**config.mk**
```make
export PLATFORM = sky130hd
export DESIGN_NAME = vpu_countdown_queue
export DESIGN_NICKNAME = d
export VERILOG_FILES = /design/src/rtl/ovi_pkg.sv /design/src/rtl/vpu_countdown_queue.sv
export SDC_FILE = /design/constraint.sdc
export NUM_CORES = 1
export LEC_CHECK = 0
export BUFFER_PORTS_ARGS = -buffer_cell sky130_fd_sc_hd__clkbuf_2
export CORE_MARGIN = 5
export CORE_UTILIZATION = 40
export DETAILED_ROUTE_END_ITERATION = 10
export PLACE_DENSITY = 0.56
export SLEW_MARGIN = 20
export SYNTH_ARGS = -nofsm -noshare
export SYNTH_HDL_FRONTEND = slang
export SYNTH_SLANG_ARGS = --single-unit
export TNS_END_PERCENT = 30
```
**constraint.sdc**
```tcl
create_clock -name CLK -period 3.7 [get_ports CLK]
set_input_delay 0.74 -clock CLK [delete_from_list [all_inputs] [get_ports CLK]]
set_output_delay 0.74 -clock CLK [all_outputs]
set_load 0.02 [all_outputs]
```
**src/rtl/ovi_pkg.sv**
```systemverilog
// Shared OVI types: default bus widths, the VPU queue entry and the issue/completed bus layouts.
package ovi_pkg;

  localparam int SB_W_DEF   = 5;
  localparam int INST_W_DEF = 32;
  localparam int CNT_W      = 8;

  typedef logic [CNT_W-1:0] cnt_t;

  typedef struct packed {
    logic [SB_W_DEF-1:0] sb_id;
    cnt_t                cnt;
  } vpu_entry_t;

  typedef struct packed {
    logic                  valid;
    logic [SB_W_DEF-1:0]   sb_id;
    logic [INST_W_DEF-1:0] inst;
  } ovi_issue_t;

  typedef struct packed {
    logic                valid;
    logic [SB_W_DEF-1:0] sb_id;
  } ovi_completed_t;

endpackage

```
**src/rtl/vpu_countdown_queue.sv**
```systemverilog
// Circular queue of in-flight VPU instructions, each with its own countdown.
// The head pops as soon as its countdown is 0; younger entries wait at 0 behind it.
module vpu_countdown_queue
  import ovi_pkg::*;
#(
  parameter  int DEPTH = 4,
  parameter  int SB_W  = SB_W_DEF,
  localparam int PTR_W = $clog2(DEPTH),
  localparam int OCC_W = PTR_W + 1
) (
  input  logic             CLK,
  input  logic             RESET_N,
  input  logic             push_req,
  input  logic [SB_W-1:0]  push_sb_id,
  input  cnt_t             push_cnt,
  output logic             pop,
  output logic             full,
  output logic [SB_W-1:0]  head_sb_id,
  output logic [OCC_W-1:0] count
);

  localparam logic [OCC_W-1:0] DEPTH_C = OCC_W'(DEPTH);

  logic [PTR_W-1:0] wr_ptr;
  logic [PTR_W-1:0] rd_ptr;
  logic [DEPTH-1:0] vld_q;
  logic [DEPTH-1:0] vld_n;
  logic [SB_W-1:0]  sb_q  [DEPTH];
  cnt_t             cnt_q [DEPTH];
  logic             push_acc;

  assign pop        = vld_q[rd_ptr] && (cnt_q[rd_ptr] == '0);
  assign full       = (count == DEPTH_C);
  assign push_acc   = push_req && (!full || pop);
  assign head_sb_id = sb_q[rd_ptr];

  // When full, the pop frees exactly the slot the push lands in, so push wins.
  always_comb begin
    vld_n = vld_q;
    if (pop)      vld_n[rd_ptr] = 1'b0;
    if (push_acc) vld_n[wr_ptr] = 1'b1;
  end

  always_ff @(posedge CLK or negedge RESET_N) begin
    if (!RESET_N) begin
      wr_ptr <= '0;
      rd_ptr <= '0;
      vld_q  <= '0;
      count  <= '0;
    end else begin
      vld_q <= vld_n;
      if (push_acc) wr_ptr <= wr_ptr + PTR_W'(1);
      if (pop)      rd_ptr <= rd_ptr + PTR_W'(1);
      case ({push_acc, pop})
        2'b10:   count <= count + OCC_W'(1);
        2'b01:   count <= count - OCC_W'(1);
        default: count <= count;
      endcase
    end
  end

  always_ff @(posedge CLK) begin
    for (int i = 0; i < DEPTH; i++) begin
      if (vld_q[i] && (cnt_q[i] != '0)) cnt_q[i] <= cnt_q[i] - cnt_t'(1);
    end
    if (push_acc) begin
      cnt_q[wr_ptr] <= push_cnt;
      sb_q[wr_ptr]  <= push_sb_id;
    end
  end

endmodule

```
Yosys cells after proc, flatten, opt, wreduce, memory -nomap -nowiden

Memories as Yosys holds them, arrays and structs flattened.
Index checks and enable logic that the tools add are counted.

Register bits after elaboration: 11
Bits in latches: 0
RAM bits: 52
Memory bits (read-only): 0
Bits of input ports: 16
Logic and storage cells: 59
Memories kept: 2

Add/subtract/negate cells: 8
$mul: 0
Div/mod/pow operators: 0
Magnitude comparators: 4
Eq/ne operators: 3
Shift operators: 0
Multiplexer cells: 19
Bitwise operators: 3
Reduce and logical (&&, ||, !) cells: 16

Memories:

| memory | words | width | read ports | clocked after Yosys merged registers in | write ports | RTL line                  | RTL |
|---|---|---|---|---|---|---|---|
| cnt_q  | 4     | 8     | 5          | 0                                       | 5           | vpu_countdown_queue.sv:29 | `cnt_t cnt_q [DEPTH];` |
| sb_q   | 4     | 5     | 1          | 0                                       | 1           | vpu_countdown_queue.sv:28 | `logic [SB_W-1:0] sb_q [DEPTH];` |

Operators by type and width:

| operator            | number |
|---|---|
| $reduce_bool 8->1   | 4 |
| $sub 8x1->8 const B | 4 |
| $mux 1              | 13 |
| $logic_and 1x1->1   | 8 |
| $logic_not 8->1     | 1 |
| $mux 4              | 2 |
| $lt 2x3->1 const B  | 2 |
| $pmux 3 s2          | 1 |
| $add 2x1->2 const B | 2 |
| $and 4x4->4         | 1 |
| $demux 1 s2         | 2 |
| $ge 2x1->1 const B  | 2 |
| $not 4->4           | 1 |
| $or 4x4->4          | 1 |
| $add 3x1->3 const B | 1 |
| $eq 3x3->1 const B  | 1 |
| $sub 3x1->3 const B | 1 |
| $bmux 1 s2          | 1 |
| $eq 2x1->1 const B  | 1 |
| $eq 2x2->1 const B  | 1 |
| $reduce_bool 2->1   | 1 |
| $logic_not 1->1     | 1 |
| $logic_or 1x1->1    | 1 |

Logic depth before layout (Yosys ltp)

Word-level depth: 9
Gate-level depth with buffers: 12
Gate-level depth less buffers: 10

Worst setup path before layout

No wires, ideal clock.

Path kind: reg2reg
From: memory cnt_q[2][2] (netlist bit)
To: register count[2]
Library setup time: 135 ps
Arrival time: 3003 ps
Required time: 3565 ps
Slack: 562 ps
Cell stages (with the launch flop): 12
Clock period less this slack: 3138 ps
Cells stage by stage: edfxtp_1 or4_4 or3_4 o41ai_4 or2_2 buf_2 nand2b_1 fa_1 nor2b_1 o21ai_0 o31ai_1 xor2_1

RTL lines:

| element              | RTL line                  | RTL |
|---|---|---|
| start, declared      | vpu_countdown_queue.sv:29 |  |
| end signal, assigned | vpu_countdown_queue.sv:55 | `2'b10: count <= count + OCC_W'(1);` |
| end signal, assigned | vpu_countdown_queue.sv:56 | `2'b01: count <= count - OCC_W'(1);` |
| end signal, assigned | vpu_countdown_queue.sv:57 | `default: count <= count;` |
| end, declared        | vpu_countdown_queue.sv:19 | `output logic [OCC_W-1:0] count` |

==> results.json <==
{
  "status": "completed",
  "n_fill_cell": 741,
  "synth_top_cell_by_area": "edfxtp_1",
  "cts-root-buf": "clkbuf_8",
  "htreeDepth": 3,
  "drt_wl_total_mm": 6.59,
  "finalSetupTns_ns": 0,
  "grt_pass1_wl_mm": 10.6,
  "drv_slew": 0,
  "postCtsResizedCells": 0,
  "place_inst": 382,
  "place_congestion": 0.760,
  "grt_max_degree": 13,
  "top_layer": "met4",
  "final_cell_mix": "52 x edfxtp_1, 25 x clkbuf_2, 22 x inv_1",
  "yosys.area.top_type_share_pct": 45.5,
  "postSynthCellCount": 256,
  "fin_area_sq_um": 3890,
  "die_w_um": 103,
  "synth-seq-cells": 63,
  "io_pins": 26,
  "dieArea_sq_um": 10500,
  "port-buffer-count": 25,
  "vdd_drop_max_uv": 364,
  "grt_overflow_total": 0,
  "clock_skew_ns": 0.0134,
  "rr_startpoint": "cnt_q[2][2]",
  "wl_met2_mm": 3.22,
  "area_growth_syn_to_layout_pct": 13.4,
  "final_layout_size_suffix_gt1_share_pct": 27.6,
  "syn-num-nets": 289,
  "cp_max_fo": 11,
  "r2r_end": "count[2]",
  "placementRows": 33,
  "syn_avg_cell_area_sq_um": 13.4,
  "first_iter_violations": 81,
  "layout.cells.most_common": "edfxtp_1",
  "diodes": 0,
  "tightest_slew_ns": 0.731,
  "start_util_pct": 41.3,
  "grt_pass1_vias": 2072,
  "synthArstFlopShare_pct": 17.5,
  "die_h_um": 103,
  "core-area_sq_um": 8300,
  "ctsHoldBuffers": 0,
  "cts_tree": "yes",
  "power_density_nw_per_um2": 835,
  "crit_start": "cnt_q[2][2]",
  "fmax_mhz": 291,
  "first_pass_iters": 4,
  "slew_headroom_pct": 51.3,
  "crit_arrival_ns": 2.70,
  "detailed_place_hpwl_mm": 4.61,
  "min_path_type": "in -> async",
  "worstSetupEndpointType": "output port",
  "remaining_drc_errors": 0,
  "placed_area_sq_um": 3650,
  "post-route-min-period_ns": 3.44,
  "vias": 1997,
  "hold_viol_final": 0,
  "postCtsSetupBuffers": 0,
  "wl_per_cell_um": 16.5,
  "p_total_mw": 3.25,
  "cts_buffer_depth": 2,
  "grt_util_all_layers_pct": 13.8,
  "layout.cells.non_filler": 398,
  "ys_types": 44,
  "timing.final.crit_share_pct": 92.9,
  "critPathCapture": "pop",
  "multi_input_area_sq_um": 1470,
  "leakage_nw": 1.63,
  "antenna_found_initial": 0,
  "crit_required_ns": 2.96,
  "start_kind": "flop",
  "setup_violations": 0,
  "rsz0062_at_grt": "false",
  "path_clk_slew_ns": 0.07,
  "ys_seq_area_share_pct": 53.6,
  "cap_violations": 0,
  "path_class": "reg -> out",
  "reg2reg_setup_slack_ns": 0.50,
  "synthTopCellsByArea": "edfxtp_1 46%, dfrtp_1 8.0%, ha_1 5.8%",
  "r2r_cells": 10,
  "cts_inserted_buffers": 9,
  "synth_flop_cell": "edfxtp_1",
  "synth_edf_count": 52,
  "viasPerCell": 5.02,
  "fin_nets": 321,
  "syn_area_sq_um": 3430,
  "wl_met3_um": 160,
  "ant_nets": 0,
  "regArea_sq_um": 1840,
  "synth_warnings": 0,
  "clkSinkCount": 63,
  "wl_met1_mm": 3.14,
  "clk_latency_ns": 0.34
}
flip-flops by register name (all words and copies together), names as in the netlist:
register and cells:
vld_q 4, count 3, cnt_q 32, wr_ptr 2
sb_q 20, rd_ptr 2
through the flow:
stage / setup slack [ns] / hold slack [ns] / util (%)
floorplan: 0.562 / 0.444 / -
detailed placement: 0.507 / 0.489 / 44.0
CTS: 0.256 / 0.273 / 46.9
global route: 0.170 / 0.288 / 46.9
finish: 0.263 / 0.277 / 46.9
global placement: 0.537 / 0.503 / 44.0
metal layers:
| layer | vias to the layer above | global-route usage [%] |
|---|---|---|
| met3 | 7 | 3.04 |
| met1 | 974 | 18.0 |
| met4 | 0 | 4.84 |
| met2 | 25 | 22.6 |
| met5 | - | 0 |
| li1 | 991 | - |
cell usage after synthesis, types with 2 or more instances:
| library cell | count |
|---|---|
| nor2_1 | 10 |
| inv_2 | 2 |
| or3_1 | 2 |
| nor3_1 | 9 |
| xor2_1 | 18 |
| clkbuf_1 | 2 |
| mux2_2 | 13 |
| mux4_2 | 5 |
| edfxtp_1 | 52 |
| mux2i_1 | 5 |
| mux2_4 | 11 |
| dfrtp_1 | 11 |
| a21oi_1 | 9 |
| nand2_2 | 2 |
| a21o_1 | 5 |
| nand2b_1 | 2 |
| nand3b_1 | 3 |
| ha_1 | 16 |
| nand2_8 | 2 |
| nand2_1 | 19 |
| nor4_1 | 2 |
| o21ai_0 | 4 |
| inv_1 | 22 |
| xnor2_1 | 10 |
power breakdown:
part	internal, mW	switching [mW]
Clock	0.447	0.267
Sequential	1.15	0.230
Combinational	0.585	0.569
Total	2.18	1.07
kinds of logic (layout without fill, tap and decap cells):
group / Yosys count / after routing / share of synthesized area [%]
xor gates and xnor gates: 28 / 28 / 7.15
and+or+nand+nor: 62 / 62 / 10.2
DFF: 63 / 63 / 53.6
AOI/OAI and AO/OA: 24 / 24 / 5.25
muxes: 34 / 34 / 13.8
buffers and inverters: 28 / 65 / 3.58
adders and majority gates: 17 / 17 / 6.42
layout make-up:
| type | instances | area share, % |
|---|---|---|
| Clock buffer | 10 | 3.28 |
| Clock inverter | 6 | 2.80 |
| Inverter | 24 | 2.32 |
| Multi-Input combinational cell | 165 | 37.8 |
| Sequential cell | 63 | 47.2 |
| Tap cell | 105 | 3.38 |
| Timing Repair Buffer | 25 | 3.22 |
worst min path at each step:
stage	to	slack [ns]	cells past startpoint
final	count[0]	0.28	1
after global placement	vld_q[2]	0.50	1
after detailed placement	count[2]	0.49	1
after floorplan	count[0]	0.44	0
after CTS	vld_q[3]	0.27	1
after global routing	vld_q[3]	0.29	1
worst max-delay path, stage by stage, from the launching register on:
cell      delay [ns]
edfxtp_1        0.45
or4_4           0.58
or3_4           0.36
o41ai_4         0.44
or2_2           0.33
clkbuf_2        0.22
(Power assumes the default switching activity.)
